`config.mk`:
```
export PLATFORM = sky130hd
export DESIGN_NAME = qos_wrr_scheduler_flat
export DESIGN_NICKNAME = d
export VERILOG_FILES = /design/src/rtl/qos_wrr_scheduler_if.sv /design/src/rtl/qos_wrr_scheduler.sv /design/src/flat_wrapper.sv
export SDC_FILE = /design/constraint.sdc
export NUM_CORES = 1
export LEC_CHECK = 0
export CORE_UTILIZATION = 45
export DETAILED_ROUTE_END_ITERATION = 7
export PLACE_DENSITY = 0.9
export SYNTH_ARGS = -nofsm -noshare
export SYNTH_HDL_FRONTEND = slang
export SYNTH_SLANG_ARGS = --single-unit
```
`constraint.sdc`:
```
create_clock -name clk -period 4.8 [get_ports clk]
set_clock_uncertainty 0.1 [all_clocks]
set_input_delay 0.48 -clock clk [delete_from_list [all_inputs] [get_ports clk]]
set_output_delay 0.48 -clock clk [all_outputs]
set_load 0.02 [all_outputs]
```
`src/rtl/qos_wrr_scheduler_if.sv`:
```
// FIFO-side signal bundle of qos_wrr_scheduler: input VC FIFO heads/empties and output VC FIFO strobes.
interface qos_wrr_scheduler_if #(
  parameter int DATA_W = 12
) ();
  logic [3:0]        empty;
  logic [DATA_W-1:0] head0;
  logic [DATA_W-1:0] head1;
  logic [DATA_W-1:0] head2;
  logic [DATA_W-1:0] head3;
  logic [3:0]        almost_full;
  logic [3:0]        pop;
  logic [3:0]        push;
  logic [DATA_W-1:0] data_out;

  modport master (
    input  empty, head0, head1, head2, head3, almost_full,
    output pop, push, data_out
  );

  modport slave (
    output empty, head0, head1, head2, head3, almost_full,
    input  pop, push, data_out
  );
endinterface

```
`src/rtl/qos_wrr_scheduler.sv`:
```
// Weighted round-robin scheduler from four input VC FIFOs to four output VC FIFOs.
// Optional macro QOS_STRICT_PRIO0_EN: queue 0 pre-empts WRR whenever it is eligible.
module qos_wrr_scheduler #(
  parameter int DATA_W   = 12,
  parameter int DEST_LSB = 8,
  parameter int WEIGHT_W = 4
) (
  input  logic                  clk,
  input  logic                  reset,
  input  logic                  active,
  input  logic                  cfg_load,
  input  logic [4*WEIGHT_W-1:0] weight_in,
  qos_wrr_scheduler_if.master   bus,
  output logic [1:0]            cur_q,
  output logic                  busy
);

  localparam logic [1:0] IDLE  = 2'd0;
  localparam logic [1:0] LOAD  = 2'd1;
  localparam logic [1:0] SERVE = 2'd2;

  logic [1:0]          state;
  logic [1:0]          ptr;
  logic [WEIGHT_W-1:0] credit;
  logic [WEIGHT_W-1:0] weight [4];
  logic [DATA_W-1:0]   heads  [4];
  logic [3:0]          eligible;
  logic                wrrPop;
  logic                strictHit;
  logic [1:0]          popIdx;
  logic [DATA_W-1:0]   selHead;
  logic [1:0]          selDest;

  assign heads[0] = bus.head0;
  assign heads[1] = bus.head1;
  assign heads[2] = bus.head2;
  assign heads[3] = bus.head3;

  // Destination almost_full is checked against the head word's own class bits.
  always_comb begin
    eligible = '0;
    for (int unsigned i = 0; i < 4; i++) begin
      eligible[i] = !bus.empty[i] && (weight[i] != '0) &&
                    !bus.almost_full[heads[i][DEST_LSB +: 2]];
    end
  end

  always_comb begin
    strictHit = 1'b0;
    wrrPop    = 1'b0;
    if (reset && active && (state == SERVE)) begin
`ifdef QOS_STRICT_PRIO0_EN
      strictHit = eligible[0];
`endif
      wrrPop = !strictHit && eligible[ptr] && (credit != '0);
    end
  end

  assign popIdx  = strictHit ? 2'd0 : ptr;
  assign bus.pop = (strictHit || wrrPop) ? (4'b0001 << popIdx) : 4'b0000;
  assign selHead = heads[popIdx];
  assign selDest = selHead[DEST_LSB +: 2];

  assign cur_q = ptr;
  assign busy  = (state == SERVE);

  always_ff @(posedge clk) begin
    if (!reset) begin
      state  <= IDLE;
      ptr    <= '0;
      credit <= '0;
      for (int unsigned i = 0; i < 4; i++) begin
        weight[i] <= WEIGHT_W'(1);
      end
    end else begin
      case (state)
        IDLE: begin
          if (cfg_load) begin
            for (int unsigned i = 0; i < 4; i++) begin
              weight[i] <= weight_in[i*WEIGHT_W +: WEIGHT_W];
            end
          end
          if (active) state <= LOAD;
        end
        LOAD: begin
          credit <= weight[ptr];
          state  <= SERVE;
        end
        SERVE: begin
          if (!active) begin
            state <= IDLE;
          end else if (!strictHit) begin
            // Last credit spent or queue not servable: hand the pointer on.
            if (wrrPop) credit <= credit - WEIGHT_W'(1);
            if (!wrrPop || (credit == WEIGHT_W'(1))) begin
              ptr   <= ptr + 2'd1;
              state <= LOAD;
            end
          end
        end
        default: state <= IDLE;
      endcase
    end
  end

  always_ff @(posedge clk) begin
    if (!reset) begin
      bus.push     <= '0;
      bus.data_out <= '0;
    end else if (strictHit || wrrPop) begin
      bus.push     <= 4'b0001 << selDest;
      bus.data_out <= selHead;
    end else begin
      bus.push <= '0;
    end
  end

endmodule

```
`src/flat_wrapper.sv`:
```
// flat-port wrapper written by rule: the top's interface ports become plain ports
module qos_wrr_scheduler_flat 
#(
  parameter int DATA_W   = 12,
  parameter int DEST_LSB = 8,
  parameter int WEIGHT_W = 4
)
  (clk, reset, active, cfg_load, weight_in, cur_q, busy, bus_empty, bus_head0, bus_head1, bus_head2, bus_head3, bus_almost_full, bus_pop, bus_push, bus_data_out);
  qos_wrr_scheduler_if #(.DATA_W(DATA_W)) bus_i ();
  input  logic clk;
  input  logic reset;
  input  logic active;
  input  logic cfg_load;
  input  logic [4*WEIGHT_W-1:0] weight_in;
  output logic [1:0] cur_q;
  output logic busy;
  input wire logic [$bits(bus_i.empty)-1:0] bus_empty;
  input wire logic [$bits(bus_i.head0)-1:0] bus_head0;
  input wire logic [$bits(bus_i.head1)-1:0] bus_head1;
  input wire logic [$bits(bus_i.head2)-1:0] bus_head2;
  input wire logic [$bits(bus_i.head3)-1:0] bus_head3;
  input wire logic [$bits(bus_i.almost_full)-1:0] bus_almost_full;
  output wire logic [$bits(bus_i.pop)-1:0] bus_pop;
  output wire logic [$bits(bus_i.push)-1:0] bus_push;
  output wire logic [$bits(bus_i.data_out)-1:0] bus_data_out;
  assign bus_i.empty = bus_empty;
  assign bus_i.head0 = bus_head0;
  assign bus_i.head1 = bus_head1;
  assign bus_i.head2 = bus_head2;
  assign bus_i.head3 = bus_head3;
  assign bus_i.almost_full = bus_almost_full;
  assign bus_pop = bus_i.pop;
  assign bus_push = bus_i.push;
  assign bus_data_out = bus_i.data_out;
  qos_wrr_scheduler #(.DATA_W(DATA_W), .DEST_LSB(DEST_LSB), .WEIGHT_W(WEIGHT_W)) u_core (.clk(clk), .reset(reset), .active(active), .cfg_load(cfg_load), .weight_in(weight_in), .bus(bus_i), .cur_q(cur_q), .busy(busy));
endmodule
```
==> results.toml, run 1 <==
[drt]
wl_met3_um = 277
via_count = 1925
met2_length_um = 3150
vias_per_cell = 5.41
drt-met1-wl_um = 2230
drc = 0
antenna_left = 0
routed_wirelength_um = 5760
highest_layer = "met4"
detail_route.first_pass.iterations = 4
wl_per_cell_um = 16.2
drt_iter0_drc = 80

[synth]
syn-num-nets = 274
syn_area_um2 = 2260
yosysTopAreaCell = "dfxtp_1"
synth_cells = 192
yosys_warnings = 0
yosysUniqueCellTypes = 34
synthTopCellsByArea = "dfxtp_1 23%, edfxtp_1 21%, mux4_2 20%"
yosysTopAreaCellShare = 0.230
yosysSeqAreaShare = 0.443
synth-seq-cells = 42
avgSynthCellArea_um2 = 11.8

[setup_path]
max_stage_delay_ps = 600
crit_arrival_ps = 2940
start_kind = "primary input"
critPathSlowestCell = "clkdlybuf4s50_1"
required_ps = 4220
crit_chain = "clkdlybuf4s50_1 > mux4_2 > nor4_1 > nor3_1 > nor3_4 > and2_1 > clkdlybuf4s50_1"
crit-reg2reg-launch = "u_core.cur_q[1]$_SDFFE_PN0P_"
cpMostUsedCell = "clkdlybuf4s50_1"
reg2reg_slack_ps = 2180
r2r_cells = 6
worstSetupPathType = "in -> out"
critPathCaptureType = "primary output"
crit_fanout = 5

[timing]
setup_viol = 0
fin_crit_ps = 3520
min_period_over_period = 0.733
tightest_slew_ps = 807
fin_setup_tns_ps = 0
hold_violations = 0
rsz0062_at_grt = "no"
slew_viol_final = 0
max_freq_ghz = 0.284
slew_headroom = 0.462

[pwr]
powerDensity_nw_per_um2 = 240
totalPowerFinal_uw = 818
leakage_nw = 1.17
peakVddDrop_mv = 0.176

[global_route]
grt.overflow.total = 0
grt_antenna_before_repair = 0
grt_max_degree = 27
grt_usage = 0.237
grt_pass1_vias = 1986
grt_pass1_wl_um = 9370

[cts]
clockBufferDepth = 2
post_cts_buffers = 0
hold_buffers = 0
root_buffer = "clkbuf_8"
ctsHtreeMaxLevel = 2
worstSkewPairLatency_ps = 290
cts.sink_count = 42
cts_resized = 0
cts_tree = "done"
clkSlewWorstSetupHoldPaths_ps = 80
cts_buffers = 5

[die]
initial_core_util = 0.472
ios = 99
core_region_area_um2 = 4790
die_h_um = 72.9
die_width_um = 72.9
core.rowCount = 25
die-area_um2 = 5310

[finish]
design_area_um2 = 3410
nets = 370
drive_above_1_share = 0.111
n_antenna_cell = 0
area_growth_pct = 50.8

[place]
place_congestion = 0.825
dpl_cell_area_um2 = 3290
hpwl_um = 4670
portBuffers = 98

[min_path]
min_from = "u_core.credit[3]$_SDFFE_PN0P_"
min_to = "u_core.credit[3]$_SDFFE_PN0P_"
min_path_type = "reg -> reg"
whs_path_depth = 2

[status]
status = "finished, final reports clean"

[run]
cap_violations = 0
## cell families (layout without fill, tap and decap cells)
kind of cell,Yosys count,after routing,share of synthesized area
compound gates,16,16,0.0543
flops,42,42,0.443
simple gates,77,77,0.177
buf+inv,18,115,0.0354
fa+ha+maj,6,6,0.0332
mux,33,33,0.257
## cell usage in the layout, fill, tap and decap left out, types with 2 or more instances in the layout
cell type        Yosys  routed
o32ai_1              2       2
nand2_1             15      15
clkdlybuf4s50_1      0      98
inv_2                2       2
mux2i_1             13      13
a21oi_1              5       5
clkbuf_8             0       6
dfxtp_1             26      26
buf_4                3       2
inv_1                5       5
mux4_2              20      20
or3_1                5       5
o22a_1               2       2
nor2_1              17      17
nand2b_1             3       3
edfxtp_1            16      16
nor3b_1              2       2
and2_1              17      17
ha_1                 6       6
nor4_1               8       8
nor3_1               5       5
## report_power, final
group	total [mW]	leakage [nW]	internal (mW)	switching, mW
logic	0.135	0.743	0.0886	0.0463
clock network	0.288	0.0585	0.170	0.118
registers	0.396	0.372	0.385	0.0111
## layer usage
layer / up-vias / track usage
met1: 928 / 0.278
met3: 13 / 0.0456
met5: - / 0
li1: 910 / -
met4: 0 / 0.0784
met2: 74 / 0.434
## critical path: cells and delay by family
| family | cells | cell delay (ps) |
|---|---|---|
| buffers and inverters | 2 | 1110 |
| muxes | 1 | 500 |
| and+or+nand+nor | 4 | 850 |
## synthesized netlist by cell type (all sizes together)
cell     count
o221ai       1
ha           6
nand4        1
nor2b        1
nor2        17
nand2b       3
edfxtp      16
a21o         1
mux2i       13
o21a         1
a211o        1
buf          5
a21oi        5
o311a        1
inv          7
o22a         2
nor3b        2
nand3        1
and3         1
dfxtp       26
a2111o       1
nor3         6
o32ai        2
and2        17
o2111ai      1
nor4         8
nand2       15
or3          5
mux4        20
clkbuf       6
## final cells by class
class | count | area [um2]
repair buffers | 100 | 996
clock inverters | 1 | 30.0
well taps | 67 | 83.8
flip-flops and latches | 42 | 1000
fillers | 348 | 1380
clock buffers | 7 | 86.3
multi-input cells | 132 | 1180
inverters | 7 | 26.3
## through the flow
stage | hold WS (ps) | utilization | instances | setup slack [ps]
2_1_floorplan | 349 | - | 192 | 2280
3_3_place_gp | 363 | 0.688 | 348 | 1450
3_5_place_dp | 367 | 0.688 | 348 | 1280
4_1_cts | 379 | 0.712 | 356 | 1290
5_1_grt | 398 | 0.712 | 356 | 1180
6_report | 374 | 0.712 | 356 | 1280
## state kept, by name (all words and copies together) (netlist names), named ones only
signal / cells
u_core.bus.data_out: 12
u_core.credit: 4
u_core.bus.push: 4
u_core.weight: 16
u_core.cur_q: 2
u_core.state: 2
## worst max-delay path by stage
stage / start / endpoint / slack [ps]
2_1_floorplan: bus_head2[8] / bus_pop[0] / 2280
3_3_place_gp: bus_head2[8] / bus_pop[0] / 1450
3_5_place_dp: bus_head3[8] / bus_pop[1] / 1280
4_1_cts: bus_head3[8] / bus_pop[1] / 1290
5_1_grt: bus_head3[8] / bus_pop[1] / 1180
6_report: bus_head3[8] / bus_pop[2] / 1280
Power figures use the tool's default switching activity.
==> run 2, diff against run 1 <==
--- a/config.mk
+++ b/config.mk
@@ -5,9 +5,9 @@
 export SDC_FILE = /design/constraint.sdc
 export NUM_CORES = 1
 export LEC_CHECK = 0
-export CORE_UTILIZATION = 45
+export CORE_UTILIZATION = 42
 export DETAILED_ROUTE_END_ITERATION = 7
-export PLACE_DENSITY = 0.9
+export PLACE_DENSITY = 0.85
 export SYNTH_ARGS = -nofsm -noshare
 export SYNTH_HDL_FRONTEND = slang
 export SYNTH_SLANG_ARGS = --single-unit
==> constraint.sdc (replaced) <==
create_clock -name clk -period 3.4 [get_ports clk]
set_clock_uncertainty 0.1 [all_clocks]
set_input_delay 0.34 -clock clk [delete_from_list [all_inputs] [get_ports clk]]
set_output_delay 0.34 -clock clk [all_outputs]
set_load 0.02 [all_outputs]
==> run 2 against run 1 <==
Clock power up 9.0%; sequential cell count did not move; worst hold slack barely moved; critical path type unchanged; die area grew 7.0%; total power up 30%; highest routed layer unchanged; sequential power up 41%; setup slack worse by 1100 ps; final cell count is 2.0% higher; global-route usage fell by 1.0 points; critical endpoint is now bus_pop[3].
==> results.toml, run 2 (synthesis results as in run 1) <==
[finish]
final_common_cell = "clkdlybuf4s50_1"
n_antenna_cell = 0
area_growth_pct = 50.9
largestRegisters = "u_core.weight: 16 flops, u_core.bus.data_out: 12 flops"
regMostFlops = "u_core.weight"
drive_above_1_share = 0.123
nets = 374
final_cell_mix = "98 x clkdlybuf4s50_1, 26 x dfxtp_1, 20 x mux4_2, 17 x nor2_1, 17 x and2_1"
largest_reg_flops = 16
utilization = 0.664

[pwr]
clkPwrFrac = 0.294
p_sw_frac = 0.240
p_int_uw = 809
leakage_nw = 1.17
peakVddDrop_mv = 0.255
p_comb_frac = 0.180
pwr-share-seq = 0.525
switchingPower_uw = 255
powerDensity_nw_per_um2 = 312

[place]
portBuffers = 98
place_ws_ps = 130
hpwl_um = 4820
place_congestion = 0.851

[setup_path]
critPathBufInv = 2
crit-reg2reg-launch = "u_core.weight[0][2]$_SDFFCE_PN0P_"
crit_fanout = 6
cpMostUsedCell = "clkdlybuf4s50_1"
crit_chain = "clkdlybuf4s50_1 > mux4_2 > nor4_1 > nor3_1 > nor3_4 > and2_1 > clkdlybuf4s50_1"
reg2reg_slack_ps = 1000
start_kind = "primary input"
crit_arrival_ps = 2810
max_stage_delay_ps = 610
critPathSlowestCell = "clkdlybuf4s50_1"
r2r_cells = 7
critPathTopFamily = "buffers and inverters"
worstSetupPathType = "in -> out"
critPathCaptureType = "primary output"
required_ps = 2960

[min_path]
min_path_type = "reg -> reg"
whs_path_depth = 2
min_from = "u_core.bus.data_out[8]$_SDFFE_PN0P_"
min_to = "u_core.bus.data_out[8]$_SDFFE_PN0P_"

[die]
die-area_um2 = 5680
core_region_area_um2 = 5140
die_h_um = 75.4
core.rowCount = 26
initial_core_util = 0.440
ios = 99
die_width_um = 75.4

[drt]
drc = 0
wl_per_cell_um = 16.5
routed_wirelength_um = 5990
detail_route.first_pass.iterations = 4
antenna_left = 0
via_count = 1933
drt_iter0_drc = 80
vias_per_cell = 5.33

[timing]
setup_ws_ps = 147
fin_crit_ps = 3250
setup_viol = 0
slew_headroom = 0.546
fin_setup_tns_ps = 0
hold_violations = 0
slew_viol_final = 0
max_freq_ghz = 0.307
tightest_slew_ps = 679
whs_ps = 374
rsz0062_at_grt = "no"
min_period_over_period = 0.957

[global_route]
grt_max_degree = 21
grt_pass1_vias = 2064
grt_usage = 0.227
grt_pass1_wl_um = 9490
grt.overflow.total = 0
grt_antenna_before_repair = 0

[cts]
root_buffer = "clkbuf_8"
cts_tree = "done"
clkSlewWorstSetupHoldPaths_ps = 80
clockBufferDepth = 2
ctsHtreeMaxLevel = 2
cts_buffers = 5
cts_resized = 0
cts.sink_count = 42
hold_buffers = 0
post_cts_buffers = 0
worstSkewPairLatency_ps = 290

[run]
cap_violations = 0

[status]
status = "finished, final reports clean"
run 2: changes by cell type in the layout (fill, tap and decap cells not counted):
| cell | previous run | this run |
|---|---|---|
| clkinvlp_2 | 0 | 1 |
| bufinv_16 | 1 | 0 |
| clkinv_1 | 0 | 1 |
| clkbuf_1 | 1 | 0 |
| buf_4 | 2 | 6 |
| clkinvlp_4 | 0 | 1 |
| clkbuf_8 | 6 | 5 |
run 2: worst register-to-register path, delay by kind of cell (launching register included):
kind | cells | cell delay, ps
AOI/OAI and AO/OA | 1 | 360
buffers and inverters | 1 | 210
muxes | 1 | 280
and+or+nand+nor | 4 | 950
DFF | 1 | 420
run 2: through the flow:
stage	std cells	power, mW	instance area, um2
finish	363	1.06	3410
global route	363	1.11	3410
CTS	363	1.07	3410
detailed placement	355	0.763	3330
global placement	355	0.753	3330
floorplan	192	0.647	2260
run 2: how the worst max path moves through the flow:
stage / from / to / slack (ps) / cells after the start
after floorplan: u_core.cur_q[0]$_SDFFE_PN0P_ / bus_pop[0] / 1070 / 8
after global placement: bus_head2[8] / bus_pop[1] / 250 / 7
after detailed placement: bus_head2[8] / bus_pop[3] / 130 / 7
after CTS: bus_head2[8] / bus_pop[3] / 130 / 7
after global routing: bus_head2[8] / bus_pop[3] / 10 / 7
final: bus_head2[8] / bus_pop[3] / 150 / 7
run 2: final cells by class:
| cell class | count | area, um2 |
|---|---|---|
| well taps | 70 | 87.6 |
| inverters | 7 | 26.3 |
| multi-input cells | 132 | 1180 |
| flip-flops and latches | 42 | 1000 |
| clock inverters | 3 | 16.3 |
| clock buffers | 5 | 68.8 |
| repair buffers | 104 | 1030 |
| fillers | 426 | 1730 |
run 2: power by group through the flow:
stage                     clock (mW)  combinational (mW)  sequential (mW)
after floorplan                    0              0.0814            0.565
after detailed placement           0               0.192            0.571
after global placement             0               0.184            0.569
after CTS                      0.320               0.193            0.559
final                          0.314               0.192            0.560
after global routing           0.342               0.208            0.563
run 2: layer usage:
metal,wire length [um],track usage
met5,0,0
met4,108,0.0679
met3,432,0.0489
met2,3210,0.445
met1,2250,0.241
